==> src/rtl/xor_load_sequencer.sv <==
`default_nettype none
// ============================================================================
// Module   : xor_load_sequencer
// Purpose  : Streams a load frame of KEY_BYTES key bytes followed by
//            MSG_BYTES message bytes to a bit-serial cipher. Each byte is
//            accepted over a valid/ready handshake and shifted out MSB first,
//            one bit per cycle, tagged with load_key or load_msg.
// Ports    : clk, rst_n (async, active-low)
//            ena        - global enable, low freezes all state
//            start      - begin a frame (ignored while busy)
//            abort      - drop the current frame and return to idle
//            in_data    - host byte, in_valid / in_ready handshake
//            serial_out - serial bit to the cipher
//            load_key   - serial_out carries a key bit this cycle
//            load_msg   - serial_out carries a message bit this cycle
//            busy       - frame in progress
//            done       - one-cycle pulse at frame completion
// Revision : 1.0 - initial release
// ============================================================================
module xor_load_sequencer #(
    parameter int KEY_BYTES = 4,
    parameter int MSG_BYTES = 64
) (
    input  logic       clk,
    input  logic       rst_n,
    input  logic       ena,
    input  logic       start,
    input  logic       abort,
    input  logic [7:0] in_data,
    input  logic       in_valid,
    output logic       in_ready,
    output logic       serial_out,
    output logic       load_key,
    output logic       load_msg,
    output logic       busy,
    output logic       done
);

    localparam int c_total_bytes = KEY_BYTES + MSG_BYTES;
    localparam int c_cnt_w       = $clog2(c_total_bytes + 1);

    localparam logic [c_cnt_w-1:0] c_key_cnt   = c_cnt_w'(KEY_BYTES);
    localparam logic [c_cnt_w-1:0] c_total_cnt = c_cnt_w'(c_total_bytes);

    localparam logic [1:0] c_st_idle = 2'd0;
    localparam logic [1:0] c_st_key  = 2'd1;
    localparam logic [1:0] c_st_msg  = 2'd2;
    localparam logic [1:0] c_st_done = 2'd3;

    // ------------------------------------------------------------------
    // State
    // ------------------------------------------------------------------
    logic [1:0]         r_state;
    logic [c_cnt_w-1:0] r_byte_cnt;   // bytes accepted in this frame
    logic [2:0]         r_bit_idx;    // index of the bit now on serial_out
    logic               r_sr_full;    // shift register holds a live bit
    logic               r_sr_key;     // live byte belongs to the key
    logic [7:0]         r_shreg;      // MSB is the bit on serial_out
    logic               r_in_ready;
    logic               r_load_key;
    logic               r_load_msg;
    logic               r_busy;
    logic               r_done;

    // ------------------------------------------------------------------
    // Next-state values
    // ------------------------------------------------------------------
    logic [1:0]         w_state;
    logic [c_cnt_w-1:0] w_byte_cnt;
    logic [2:0]         w_bit_idx;
    logic               w_sr_full;
    logic               w_sr_key;
    logic [7:0]         w_shreg;
    logic               w_xfer;
    logic               w_last_bit;
    logic               w_in_ready;
    logic               w_load_key;
    logic               w_load_msg;
    logic               w_busy;
    logic               w_done;

    always_comb begin
        w_state    = r_state;
        w_byte_cnt = r_byte_cnt;
        w_bit_idx  = r_bit_idx;
        w_sr_full  = r_sr_full;
        w_sr_key   = r_sr_key;
        w_shreg    = r_shreg;
        // ena is applied by the register enable and the output gating,
        // so here only the registered ready and the host valid matter.
        w_xfer     = in_valid & r_in_ready;
        w_last_bit = r_sr_full & (r_bit_idx == 3'd7);

        if (abort) begin
            w_state    = c_st_idle;
            w_byte_cnt = '0;
            w_bit_idx  = 3'd0;
            w_sr_full  = 1'b0;
            w_sr_key   = 1'b0;
            w_shreg    = 8'h00;
        end else begin
            case (r_state)
                c_st_idle: begin
                    if (start) begin
                        w_state    = c_st_key;
                        w_byte_cnt = '0;
                        w_bit_idx  = 3'd0;
                        w_sr_full  = 1'b0;
                        w_sr_key   = 1'b0;
                        w_shreg    = 8'h00;
                    end
                end
                c_st_key, c_st_msg: begin
                    if (w_xfer) begin
                        w_shreg    = in_data;
                        w_bit_idx  = 3'd0;
                        w_sr_full  = 1'b1;
                        w_sr_key   = (r_byte_cnt < c_key_cnt);
                        w_byte_cnt = r_byte_cnt + 1'b1;
                    end else if (r_sr_full) begin
                        if (r_bit_idx == 3'd7) begin
                            // Drained with no byte waiting: hold the index
                            // at 7 and present zeros until the host resumes.
                            w_sr_full = 1'b0;
                            w_shreg   = 8'h00;
                        end else begin
                            w_shreg   = {r_shreg[6:0], 1'b0};
                            w_bit_idx = r_bit_idx + 3'd1;
                        end
                    end
                    // The byte in flight is the final one of its phase when
                    // the accepted count already equals the phase boundary;
                    // no newer byte can be accepted before its bit 7.
                    if (r_state == c_st_key && w_last_bit && r_byte_cnt == c_key_cnt) begin
                        w_state = c_st_msg;
                    end
                    if (r_state == c_st_msg && w_last_bit && r_byte_cnt == c_total_cnt) begin
                        w_state = c_st_done;
                    end
                end
                c_st_done: begin
                    w_state = c_st_idle;
                end
                default: begin
                    w_state = c_st_idle;
                end
            endcase
        end

        // Outputs are registered from the next-state values.
        w_in_ready = ((w_state == c_st_key) || (w_state == c_st_msg)) &&
                     (!w_sr_full || (w_bit_idx == 3'd7)) &&
                     (w_byte_cnt != c_total_cnt);
        w_load_key = w_sr_full & w_sr_key;
        w_load_msg = w_sr_full & ~w_sr_key;
        w_busy     = (w_state != c_st_idle);
        w_done     = (w_state == c_st_done);
    end

    always_ff @(posedge clk or negedge rst_n) begin
        if (!rst_n) begin
            r_state    <= c_st_idle;
            r_byte_cnt <= '0;
            r_bit_idx  <= 3'd0;
            r_sr_full  <= 1'b0;
            r_sr_key   <= 1'b0;
            r_shreg    <= 8'h00;
            r_in_ready <= 1'b0;
            r_load_key <= 1'b0;
            r_load_msg <= 1'b0;
            r_busy     <= 1'b0;
            r_done     <= 1'b0;
        end else if (ena) begin
            r_state    <= w_state;
            r_byte_cnt <= w_byte_cnt;
            r_bit_idx  <= w_bit_idx;
            r_sr_full  <= w_sr_full;
            r_sr_key   <= w_sr_key;
            r_shreg    <= w_shreg;
            r_in_ready <= w_in_ready;
            r_load_key <= w_load_key;
            r_load_msg <= w_load_msg;
            r_busy     <= w_busy;
            r_done     <= w_done;
        end
    end

    // While ena is low the held bit is not delivered: the handshake and
    // load flags are masked in the same cycle, and the identical bit is
    // presented again with its flag once ena returns.
    assign serial_out = r_shreg[7];
    assign in_ready   = r_in_ready & ena;
    assign load_key   = r_load_key & ena;
    assign load_msg   = r_load_msg & ena;
    assign done       = r_done & ena;
    assign busy       = r_busy;

endmodule
`default_nettype wire

==> config.mk <==
export PLATFORM = sky130hd
export DESIGN_NAME = xor_load_sequencer
export DESIGN_NICKNAME = d
export VERILOG_FILES = /design/src/rtl/xor_load_sequencer.sv
export SDC_FILE = /design/constraint.sdc
export NUM_CORES = 1
export LEC_CHECK = 0
export CORE_MARGIN = 10
export CORE_UTILIZATION = 45
export CTS_CLUSTER_SIZE = 24
export DETAILED_ROUTE_END_ITERATION = 8
export PLACE_DENSITY = 0.74
export SLEW_MARGIN = 0
export SYNTH_ARGS = -nofsm -noshare
export SYNTH_HDL_FRONTEND = slang
export SYNTH_SLANG_ARGS = --single-unit
==> constraint.sdc <==
create_clock -name clk -period 4.65 [get_ports clk]
set_input_delay 0.93 -clock clk [delete_from_list [all_inputs] [get_ports clk]]
set_output_delay 0.93 -clock clk [all_outputs]
set_load 0.02 [all_outputs]
* Yosys cells after proc, flatten, opt, wreduce, memory -nomap -nowiden *
Cells that the tools add are included.

operators by class
  magnitude comparators = 1
  reduce and logical (&&, ||, !) cells = 14
  eq/ne operators = 13
  multiplexer cells = 31
  add/sub/neg operators = 2
  bitwise logic cells = 9

operator list
  kind                   number
  $mux W8                5
  $mux W7                3
  $pmux W8 S2            1
  $mux W3                5
  $pmux W7 S2            1
  $and A1 B1 Y1          8
  $eq A2 B2 Y1 const B   4
  $mux W1                8
  $mux W2                4
  $add A7 B1 Y7 const B  1
  $eq A7 B3 Y1 const B   1
  $eq A7 B7 Y1 const B   1
  $lt A7 B3 Y1 const B   1
  $ne A7 B7 Y1 const B   1
  $eq A3 B3 Y1 const B   2
  $logic_and A1 B1 Y1    6
  $pmux W2 S3            1
  $pmux W3 S2            1
  $eq A2 B1 Y1 const B   2
  $ne A4 B4 Y1 const B   1
  $pmux W1 S2            2
  $reduce_and A4 Y1      1
  $add A3 B1 Y3 const B  1
  $ne A3 B3 Y1 const B   1
  other kinds (7)        8

word-level totals
  bits of input ports = 14
  flip-flop bits (word level) = 27
  logic and storage cells = 81

* Depth between registers and ports, before layout *
  depth after elaboration = 12
  mapped depth = 12

* Worst setup path after synthesis *
Ideal clock, no wire load.

  path kind = input port to output port
  start = input port ena
  end = output port done
  arrival = 1746 ps
  cell stages on the path = 3
  slack = 1974 ps
  data required time = 3720 ps
  cells stage by stage = buf_1 -> clkbuf_1 -> and2_1

on the way
  cells in the longest elaborated chain, start to end = 1

ends and longest elaborated chain
  item           RTL line  source
  from (decl)    26        input logic ena,
  $and A1 B1 Y1  195       assign done = r_done & ena;
  to (decl)      36        output logic done

Every way passes these cells.

* Worst setup path in the final report *
Same ends and word-level chain as after synthesis.

==> results_dict.tcl <==
set metrics [dict create \
    outcome "finished clean" \
    ys_top_cells_by_area "dfrtp_1 38%, mux2_2 7.0%, ha_1 6.3%, nand2_1 4.8%, a22oi_1 4.2%" \
    power.total_mw 0.515 \
    cts_hold_buf 0 \
    rsz0062_at_grt "no" \
    pre_cts_ws_ns 1.24 \
    p_switching_mw 0.160 \
    synth_flop_cell "dfrtp_1" \
    async_flop_share_pct 100 \
    layout_min_cycle_time_ns 3.40 \
    synth_edf_count 0 \
    fp.dieH_um 82.9 \
    hold_class "flip-flop to flip-flop" \
    gp_congestion 0.846 \
    root_buffer "clkbuf_8" \
    syn_area_mm2 0.00178 \
    crit_path_end_kind "primary output" \
    timing.fmax_mhz 294 \
    firstDrtPassIters 4 \
    cts_resized 0 \
    io_pins 20 \
    ant_nets 0 \
    required_ns 3.72 \
    rows 22 \
    final.setup.worst_slack_ns 1.25 \
    numPortBuffers 19 \
    post-cts-setup-buffers 0 \
    tns_ns 0 \
    p_int_mw 0.355 \
    startpoint_type "input pin" \
    yosys_register_bits 27 \
    wl_per_cell_um 15.6 \
    drt-initial-drc-count 163 \
    drive_above_1_share_pct 10.7 \
    synth_seq_area_share_pct 37.9 \
    syn_nets 222 \
    h-tree-depth 1 \
    path_max_fanout 12 \
    maxSlewViolCount 0 \
    power_frac_comb_pct 23.7 \
    slew_headroom_pct 30.0 \
    vias_per_cell 5.84 \
    yosys_warnings 0 \
    clock_skew_ns 0.0107 \
    die_w_um 82.9 \
    whs_ns 0.490 \
    start_util_pct 47.6 \
    synthMostInstantiatedCell "dfrtp_1" \
    grt_pass1_wl_um 7200 \
    power_density_mw_per_mm2 252 \
    critPathKind "input pin to primary output" \
    antenna_found_initial 0 \
    syn-instance-count 199 \
    grt-ovfl-total 0 \
    tightest_slew_ns 1.04 \
    synth_area_leader_cell "dfrtp_1" \
    sw_frac_of_total_pct 31.1 \
    cts_buffers 3 \
    clock_sinks 27 \
    seq_power_share_pct 48.9 \
    leakage_nw 0.840 \
    clock_latency_ns 0.28 \
    cts_buffer_depth 2 \
    core_area_mm2 0.00374 \
    max_cap_violations 0 \
    synth_common_cells "27 x dfrtp_1, 23 x nand2_1, 13 x inv_1" \
    dp_hpwl_um 2900 \
    setup_viol 0 \
    vdd_drop_max_mv 0.153 \
    area_delta_synth_final_pct 15.0 \
    drc 0 \
    hold_violations 0 \
    grt.total_usage_pct 11.8 \
    cts_tree "built" \
    clkTransAtPathRegs_ns 0.10 \
    pwr-share-clk_pct 27.4 \
    synth.distinct_cells 46 \
    diodes 0 \
    avgSynthCellArea_um2 8.95 \
    fin_crit_sh_pct 73.1 \
    fin_nets 238 \
    grt_max_degree 28 \
    vias 1529 \
    synth_top_area_share_pct 37.9 \
    cp.arrival_ns 2.47 \
    first_global_vias 1515 \
    wl_um 4100 \
    dieArea_mm2 0.00688 \
]
cell usage in the layout (no fill, tap or decap), types with 2 or more instances in the layout:
| cell | count |
|---|---|
| dfrtp_1 | 27 |
| nand2_1 | 23 |
| a21bo_2 | 2 |
| buf_4 | 2 |
| nor3_1 | 3 |
| nor2_1 | 10 |
| clkdlybuf4s50_1 | 19 |
| inv_1 | 13 |
| mux2_2 | 11 |
| a21o_1 | 4 |
| mux2i_1 | 2 |
| nand3_1 | 5 |
| nor2b_1 | 5 |
| o31ai_1 | 8 |
| ha_1 | 9 |
| a211oi_1 | 2 |
| a22oi_1 | 10 |
| clkbuf_8 | 3 |
| nor4_1 | 2 |
| o21ai_0 | 10 |
| o21ai_1 | 2 |
| o22ai_1 | 2 |
| nand2b_1 | 4 |
| and2_1 | 5 |
| a21oi_1 | 10 |
path summary, 6_finish.rpt:
kind / cells past startpoint / from / endpoint / slack [ns]
max: 3 / ena / done / 1.25
min: 2 / r_shreg[3] / r_shreg[3] / 0.49
max reg2reg: 6 / r_state[0] / r_shreg[6] / 1.85
min reg2reg: 2 / r_shreg[3] / r_shreg[3] / 0.49
max in group asynchronous: 2 / rst_n / r_in_ready / 3.37
min in group asynchronous: 2 / rst_n / r_shreg[0] / 1.01
layer usage:
layer	track usage [%]	share of wire, %	vias to the layer above	wire, um
met5	0	0	-	0
met4	2.77	0.71	0	29
met3	2.54	3.7	4	151
met2	18.9	47	29	1950
met1	15.8	48	744	1970
li1	-	-	752	-
layout make-up:
cell class	instances	area [um^2]
fillers	379	1700
well taps	48	60.1
clock inverters	1	7.51
repair buffers	21	205
multi-input cells	149	1010
clock buffers	3	41.3
flip-flops and latches	27	676
inverters	13	48.8
critical path: stages:
cell and delay [ns]:
clkdlybuf4s50_1 0.74, and2_1 0.19, clkdlybuf4s50_1 0.60
through the flow:
stage | instance area (um^2) | instances | utilization, %
after floorplan | 1780 | 199 | -
after global placement | 2000 | 258 | 53.4
after detailed placement | 2000 | 258 | 53.4
after CTS | 2050 | 262 | 54.7
after global routing | 2050 | 262 | 54.7
final | 2050 | 262 | 54.7
logic make-up (layout without fill, tap and decap cells):
family | after synthesis | after routing | share of synthesized area (%)
compound gates | 60 | 60 | 23.1
buf+inv | 23 | 38 | 5.41
fa+ha+maj | 9 | 9 | 6.32
simple gates | 67 | 67 | 19.2
flops | 27 | 27 | 37.9
mux | 13 | 13 | 8.08
power groups by stage:
stage / Sequential, mW / Clock [mW] / Combinational (mW)
2_1_floorplan: 0.257 / 0 / 0.0795
3_3_place_gp: 0.256 / 0 / 0.119
3_5_place_dp: 0.257 / 0 / 0.121
4_1_cts: 0.252 / 0.145 / 0.122
5_1_grt: 0.253 / 0.150 / 0.136
6_report: 0.252 / 0.141 / 0.122
flip-flops by register name, summed over array words and instances, names as in the netlist:
register / flops
r_sr_key: 1
r_in_ready: 1
busy: 1
r_bit_idx: 3
r_shreg: 8
r_state: 2
r_load_msg: 1
r_done: 1
r_sr_full: 1
r_load_key: 1
r_byte_cnt: 7
No activity file was read; power rests on OpenSTA's default activity.
